`src/rtl/button_pkg.sv`:
```
// ============================================================================
// button_pkg : shared constants and helpers for the push-button debouncer
// Revision   : 1.0
// ============================================================================
`default_nettype none

package button_pkg;

  // PMOD buttons pull the pin low while held.
  localparam logic BTN_ACTIVE = 1'b0;

  // 20 ms at a 12 MHz system clock.
  localparam int DEFAULT_DEBOUNCE_CYCLES = 240000;

  function automatic int cnt_width(input int cycles);
    return (cycles > 2) ? $clog2(cycles) : 1;
  endfunction

endpackage : button_pkg

`default_nettype wire

```
`src/rtl/debounce_channel.sv`:
```
// ============================================================================
// debounce_channel : synchronizer, stability counter, level and pulse flops
//                    for a single active-low button pin
// Revision         : 1.0
// ============================================================================
`default_nettype none

module debounce_channel
  import button_pkg::*;
#(
  parameter int DEBOUNCE_CYCLES = DEFAULT_DEBOUNCE_CYCLES
) (
  input  logic clk,
  input  logic rst,
  input  logic pin,
  output logic pressed,
  output logic press,
  output logic release_pulse
);

  localparam int              CW       = cnt_width(DEBOUNCE_CYCLES);
  localparam logic [CW-1:0]   CNT_LAST = CW'(DEBOUNCE_CYCLES - 1);
  localparam logic [CW-1:0]   CNT_ONE  = CW'(1);

  logic          s1;
  logic          s2;
  logic [CW-1:0] cnt;
  logic          raw;

  assign raw = (s2 == BTN_ACTIVE);

  always_ff @(posedge clk) begin
    if (rst) begin
      s1            <= ~BTN_ACTIVE;
      s2            <= ~BTN_ACTIVE;
      pressed       <= 1'b0;
      cnt           <= '0;
      press         <= 1'b0;
      release_pulse <= 1'b0;
    end else begin
      s1            <= pin;
      s2            <= s1;
      press         <= 1'b0;
      release_pulse <= 1'b0;
      if (raw == pressed) begin
        cnt <= '0;
      end else if (cnt == CNT_LAST) begin
        pressed       <= raw;
        cnt           <= '0;
        press         <= raw;
        release_pulse <= ~raw;
      end else begin
        cnt <= cnt + CNT_ONE;
      end
    end
  end

endmodule : debounce_channel

`default_nettype wire

```
`src/rtl/button_debouncer.sv`:
```
// ============================================================================
// button_debouncer : NUM_BTN independent debounce channels for PMOD buttons
// Revision         : 1.0
// ============================================================================
`default_nettype none

module button_debouncer
  import button_pkg::*;
#(
  parameter int NUM_BTN         = 2,
  parameter int DEBOUNCE_CYCLES = DEFAULT_DEBOUNCE_CYCLES
) (
  input  logic               clk,
  input  logic               rst,
  input  logic [NUM_BTN-1:0] pmod,
  output logic [NUM_BTN-1:0] pressed,
  output logic [NUM_BTN-1:0] press,
  // "release" is a reserved word in SystemVerilog, hence the suffix.
  output logic [NUM_BTN-1:0] release_pulse
);

  if (DEBOUNCE_CYCLES < 2) begin : g_param_check
    $error("button_debouncer: DEBOUNCE_CYCLES must be >= 2");
  end

  for (genvar i = 0; i < NUM_BTN; i++) begin : g_channel
    debounce_channel #(
      .DEBOUNCE_CYCLES (DEBOUNCE_CYCLES)
    ) u_channel (
      .clk           (clk),
      .rst           (rst),
      .pin           (pmod[i]),
      .pressed       (pressed[i]),
      .press         (press[i]),
      .release_pulse (release_pulse[i])
    );
  end

endmodule : button_debouncer

`default_nettype wire

```
`config.mk`:
```
export PLATFORM = sky130hd
export DESIGN_NAME = button_debouncer
export DESIGN_NICKNAME = d
export VERILOG_FILES = /design/src/rtl/button_pkg.sv /design/src/rtl/debounce_channel.sv /design/src/rtl/button_debouncer.sv
export SDC_FILE = /design/constraint.sdc
export NUM_CORES = 1
export LEC_CHECK = 0
export BUFFER_PORTS_ARGS = -buffer_cell sky130_fd_sc_hd__buf_4
export CAP_MARGIN = 20
export CORE_ASPECT_RATIO = 2
export CORE_MARGIN = 2
export CORE_UTILIZATION = 41
export DETAILED_ROUTE_END_ITERATION = 7
export HOLD_SLACK_MARGIN = 0.02
export PLACE_DENSITY = 0.58
export SLEW_MARGIN = 20
export SYNTH_ARGS = -nofsm -noshare
export SYNTH_HDL_FRONTEND = slang
export SYNTH_SLANG_ARGS = --single-unit
```
`constraint.sdc`:
```
create_clock -name clk -period 2.08 [get_ports clk]
set_input_delay 0.416 -clock clk [delete_from_list [all_inputs] [get_ports clk]]
set_output_delay 0.416 -clock clk [all_outputs]
set_load 0.02 [all_outputs]
```
* Yosys cells after proc, flatten, opt, wreduce, memory -nomap -nowiden
Cells that the tools add are included. Widths: inputs -> output; s select.
Storage, ports and cells: flip-flop bits (word level) 46, output and inout bits 6, logic and storage cells 30, input port bits 4
Operators by class: equal/unequal tests 4, reductions and logical operators 6, $add $sub $neg 2, bitwise logic cells 6
Operator list (number):
- $add 18x1->18 const B | 2
- $eq 18x18->1 const B | 2
- $reduce_or 3->1 | 4
- $not 1->1 | 6
- $reduce_and 2->1 | 2
- $eq 1x1->1 | 2

* Logic depth before layout (Yosys ltp)
Gate-level depths: netlist of the first run.
word-level depth 4, depth in mapped cells 6, mapped depth without buffers 5

* Cells and area by module
From an unflattened synthesis of the first run, not the netlist that was laid out.
Unflattened totals: cell total of the unflattened synthesis 216, area total of the unflattened synthesis 1984.4 µm²
Modules (own cells, without submodules):
- debounce_channel | times used 2, area an instance 992.2 µm², cells each 108, sequential area each 460.4 µm²

* Worst setup path after synthesis of the first run
OpenSTA, ideal clock, no wires.
kind register -> register, start point register g_channel[0].u_channel.cnt[0], end point register g_channel[0].u_channel.cnt[12], arrival 1639 ps, path slack 326 ps, period minus slack after synthesis 1754 ps, buffers on the path 1, cell stages (with the launch flop) 7, setup time 115 ps, data required time 1965 ps, path through dfxtp_1 > ha_1 > nand3_2 > or4_4 > o21ai_4 > buf_6 > nor2_1
On the way: word-level cells in the longest chain between the ends 2, elaborated cells between the ends (all ways) 3, classes of those cells add/sub (1); eq/ne (1); reduce/logical (1)
RTL lines:
- start: declaration | RTL line debounce_channel.sv:27 | logic [CW-1:0] cnt;
- start signal: assignment | RTL line debounce_channel.sv:53 | cnt <= cnt + CNT_ONE;
- branches (longest 2 deep; another with $add 18x1->18)
Several ways; the timed one is not identified. A chain may end at the register's enable or synchronous reset.

* Final worst setup path of the first run
start point register g_channel[0].u_channel.cnt[0], end point register g_channel[0].u_channel.cnt[17]
The elaborated chain is that of the path after synthesis.

==> results.toml, run 1 <==
[setup_path]
cp.arrival_ps = 1930
cpPeakStageDelay_ps = 550
crit_chain = "ha_1 > nand3_2 > or4_4 > o21ai_4 > buf_12 > a21oi_1"
critPathSlowestCell = "or4_4"
path_class = "register to register"
required_ps = 2260
worstPathMaxFanout = 17
cp-start-kind = "register"
end_kind = "register"
reg2reg_depth = 6

[sta]
relSlewSlack_pct = 72.8
skew_ps = 10.2
period_needed_ps = 1750
fin_tns_setup_ps = 0
rsz0062_at_grt = "false"
hold_viol = 0
slew_viol_final = 0
tightest_slew_ps = 405
worst_slack_ps = 332
holdWs_ps = 301
fmaxAchievable_mhz = 572
period_share_pct = 84.0
finalSetupViolCount = 0

[cts]
cts_tree = "built"
cts_root_buf = "clkbuf_8"
post_cts_buffers = 0
clkSinkCount = 46
path_clk_slew_ps = 80
clk_latency_ps = 300
clockBufferDepth = 2
cts_resized = 0
cts-hold-fix-buffers = 0
numCtsBuffers = 5
cts_max_level = 2

[grt]
grt_use_total_pct = 16.8
grt_pass1_vias = 1587
grt_pass1_wl_um = 7000
antenna_found_initial = 0
grt_max_degree = 18
gr-total-overflow = 0

[yosys]
ys_seq_area_share_pct = 45.2
yosys_warnings = 0
synthDistinctLibCells = 35
ys_ff_latch = 46
synth_edf_count = 0
syn_area_per_cell_um2 = 8.86
netlist.area_leader.share_pct = 45.2
ys_async_sr_fraction_pct = 0
synth_ff_type = "dfxtp_1"
synth_cells = 230
synth.cell_area_mm2 = 0.00204
synthesis.nets = 236
synthTopCellsByArea = "dfxtp_1 (45%), xnor2_1 (9.5%), nor2_1 (6.3%)"
synth_top_area_cell = "dfxtp_1"

[power_and_ir_drop]
vdd_drop_max_v = 0.000537
p_leak_nw = 0.674
report.power.total_mw = 1.51
power_density_mw_per_mm2 = 662

[cells_and_area]
diodes = 0
nets = 249
areaGrowthSynthToFinish_pct = 11.9
postLayoutCoreUtil_pct = 47.3
drive_gt1_share_pct = 16.0

[drt]
via_per_inst = 5.37
drtPass1Iterations = 4
vias = 1616
drt_iter0_drc = 45
drt-total-wl_um = 4130
drc_errors = 0
drtAntennaViolNets = 0
post_drt_wl_per_cell_um = 13.7

[floorplan]
die_y_um = 104
row_count = 36
die_width_um = 53.8
die-area_mm2 = 0.00558
ios = 10
core_area_mm2 = 0.00482
initial_core_util_pct = 42.3

[placement]
pre_cts_ws_ps = 335
dpl.hpwl_um = 3090
gp_congestion = 0.791
io_buffers = 9

[worst_hold_path]
hold_class = "primary input to register"
hold_depth = 2

[outcome]
status = "complete, no violations"

[job]
cap_violations = 0
-- through the flow --
stage               cell area, um2  instances
CTS                           2280        301
global route                  2280        301
global placement              2170        293
finish                        2280        301
floorplan                     2040        230
detailed placement            2170        293
-- state kept, by name, summed over array words and instances (netlist names) --
signal	cells
g_channel.u_channel.cnt	36
g_channel.u_channel.press	2
g_channel.u_channel.pressed	2
g_channel.u_channel.release_pulse	2
g_channel.u_channel.s1	2
g_channel.u_channel.s2	2
-- per-layer routing --
layer  wire length [um]  vias to the layer above  global-route usage [%]
met2               2470                        9                    32.3
met4                 82                        0                    7.14
met1               1510                      774                    15.5
met3                 61                        6                    3.03
li1                   -                      827                       -
met5                  0                        -                       0
-- kinds of logic after synthesis --
kind of cell,count (synthesis),share of synthesized area [%]
adders and majority gates,2,1.23
DFF,46,45.2
AOI/OAI and AO/OA,17,5.28
and+or+nand+nor,123,32.1
buffers and inverters,15,4.61
xor gates and xnor gates,27,11.6
-- power by group --
part / switching, mW / leakage [nW] / internal [mW]
sequential: 0.00308 / 0.371 / 0.884
clock: 0.294 / 0.0544 / 0.305
combinational: 0.0120 / 0.248 / 0.0103
total: 0.309 / 0.674 / 1.20
-- cell usage after synthesis, types with 2 or more instances --
master     n
o21ai_0    4
and3_1     4
nand4_1   14
buf_4      6
a21oi_1    9
or3_1      4
nor2_1    34
nand3_1    7
buf_6      2
xor2_1     5
nor4_1     9
dfxtp_1   46
inv_1      3
clkbuf_1   4
nor3_1    15
ha_1       2
or2_2      8
xnor2_1   22
nand2_1   16
-- critical path: cells and delay by family, from the launching register on --
family | cells | cell delay [ps]
AOI/OAI and AO/OA | 2 | 200
adders and majority gates | 1 | 250
buffers and inverters | 1 | 160
DFF | 1 | 380
and+or+nand+nor | 2 | 650
-- layout by cell type, fill, tap and decap left out, types with 7 or more instances in the layout --
cell type | synthesis | routed
nand3_1 | 7 | 7
nor3_1 | 15 | 15
a21oi_1 | 9 | 9
buf_4 | 6 | 17
nand4_1 | 14 | 14
or2_2 | 8 | 8
nand2_1 | 16 | 16
clkbuf_8 | 0 | 7
xnor2_1 | 22 | 22
dfxtp_1 | 46 | 46
nor4_1 | 9 | 9
nor2_1 | 34 | 34
-- path summary, 6_finish.rpt --
check                                                 endpoint  slack (ps)                           from
worst max-delay path            g_channel[0].u_channel.cnt[17]         330  g_channel[0].u_channel.cnt[0]
worst min-delay path                 g_channel[0].u_channel.s1         300                        pmod[0]
worst max register to register  g_channel[0].u_channel.cnt[17]         330  g_channel[0].u_channel.cnt[0]
worst min register to register       g_channel[0].u_channel.s2         410      g_channel[0].u_channel.s1
-- final cells by class --
cell class | count | area [um2]
fillers | 474 | 2540
multi-input cells | 169 | 1020
clock inverters | 1 | 8.76
repair buffers | 18 | 148
well taps | 57 | 71.3
flip-flops and latches | 46 | 921
clock buffers | 7 | 96.3
inverters | 3 | 11.3
Power figures use the tool's default switching activity.
==> run 2: changes to the inputs <==
==> constraint.sdc (replaced) <==
create_clock -name clk -period 1.7 [get_ports clk]
set_input_delay 0.34 -clock clk [delete_from_list [all_inputs] [get_ports clk]]
set_output_delay 0.34 -clock clk [all_outputs]
set_load 0.02 [all_outputs]
==> results.toml, run 2 (same netlist as run 1, synthesis figures left out) <==
[placement]
gp_congestion = 0.816
pre_cts_ws_ps = 43.1
io_buffers = 9
dpl.hpwl_um = 3470

[cells_and_area]
largest_reg_flops = 36
areaGrowthSynthToFinish_pct = 22.4
layout_common_cells = "dfxtp_1 (44), buf_4 (37), nor2_1 (34)"
nets = 271
top_register = "g_channel.u_channel.cnt"
diodes = 0
layout_commonest_cell = "dfxtp_1"
drive_gt1_share_pct = 24.5
postLayoutCoreUtil_pct = 51.7

[drt]
drt_iter0_drc = 27
post_drt_wl_per_cell_um = 14.0
drt-total-wl_um = 4500
drc_errors = 0
vias = 1740
drtAntennaViolNets = 0
via_per_inst = 5.40
drtPass1Iterations = 4

[setup_path]
path_class = "register to register"
worstPathMaxFanout = 10
critPathSlowestCell = "or4_4"
required_ps = 1900
end_kind = "register"
crit_chain = "or2_2 > or4_4 > o21ai_4 > buf_6 > nor2_1"
cp-start-kind = "register"
cp.arrival_ps = 1830
cpPeakStageDelay_ps = 540

[floorplan]
core_area_mm2 = 0.00482
die_y_um = 104
initial_core_util_pct = 42.3
row_count = 36
die-area_mm2 = 0.00558
ios = 10
die_width_um = 53.8

[grt]
grt_use_total_pct = 18.3
antenna_found_initial = 0
gr-total-overflow = 0
grt_pass1_wl_um = 7540
grt_pass1_vias = 1740
grt_max_degree = 17

[cts]
path_clk_slew_ps = 80
numCtsBuffers = 5
cts-hold-fix-buffers = 0
clkSinkCount = 46
clockBufferDepth = 2
cts_tree = "built"
cts_root_buf = "clkbuf_8"
cts_max_level = 2
clk_latency_ps = 300

[sta]
holdWs_ps = 222
tightest_slew_ps = 376
period_share_pct = 95.8
skew_ps = 6.69
worst_slack_ps = 71.1
rsz0062_at_grt = "false"
relSlewSlack_pct = 74.7
finalSetupViolCount = 0
fin_tns_setup_ps = 0
hold_viol = 0
fmaxAchievable_mhz = 614
slew_viol_final = 0
period_needed_ps = 1630

[job]
cap_violations = 0

[power_and_ir_drop]
vdd_drop_max_v = 0.000545
power_density_mw_per_mm2 = 783
report.power.total_mw = 1.95
p_leak_nw = 0.794

[worst_hold_path]
hold_class = "primary input to register"

[outcome]
status = "complete, no violations"
run 2: stage by stage:
step | area, um2 | cells
final | 2490 | 322
after global routing | 2490 | 322
after CTS | 2470 | 322
after detailed placement | 2360 | 315
after global placement | 2360 | 315
after floorplan | 2060 | 230
run 2: final cells by class:
class / count / area, um2
fillers: 458 / 2330
multi-input cells: 169 / 1050
flip-flops and latches: 46 / 923
repair buffers: 40 / 320
clock buffers: 6 / 82.6
well taps: 57 / 71.3
clock inverters: 1 / 30.0
inverters: 3 / 11.3
run 2: timing repair:
action	4_1_cts	5_1_grt
resized for setup	0	6
endpoints found under the setup margin	0	17
setup buffers	0	0
run 2: final timing paths:
| check | from | end | slack, ps | cells after the start |
|---|---|---|---|---|
| max | g_channel[0].u_channel.cnt[12] | g_channel[0].u_channel.cnt[4] | 70 | 5 |
| max reg2reg | g_channel[0].u_channel.cnt[12] | g_channel[0].u_channel.cnt[4] | 70 | 5 |
| min | pmod[1] | g_channel[1].u_channel.s1 | 220 | 2 |
| min reg2reg | g_channel[0].u_channel.s1 | g_channel[0].u_channel.s2 | 420 | 1 |
run 2: layer usage:
metal,track usage [%],wire [um]
met4,11.9,211
met1,16.9,1590
met3,3.17,83
met5,0,0
met2,33.2,2610
run 2: where the power goes:
part	internal, mW	switching, mW
logic	0.0158	0.0155
clock network	0.471	0.364
registers	1.08	0.00356
total	1.57	0.383
run 2: worst max-delay path, delay by kind of cell, from the launching register on:
family / cells / cell delay, ps
and+or+nand+nor: 3 / 890
DFF: 1 / 310
AOI/OAI and AO/OA: 1 / 160
buffers and inverters: 1 / 160
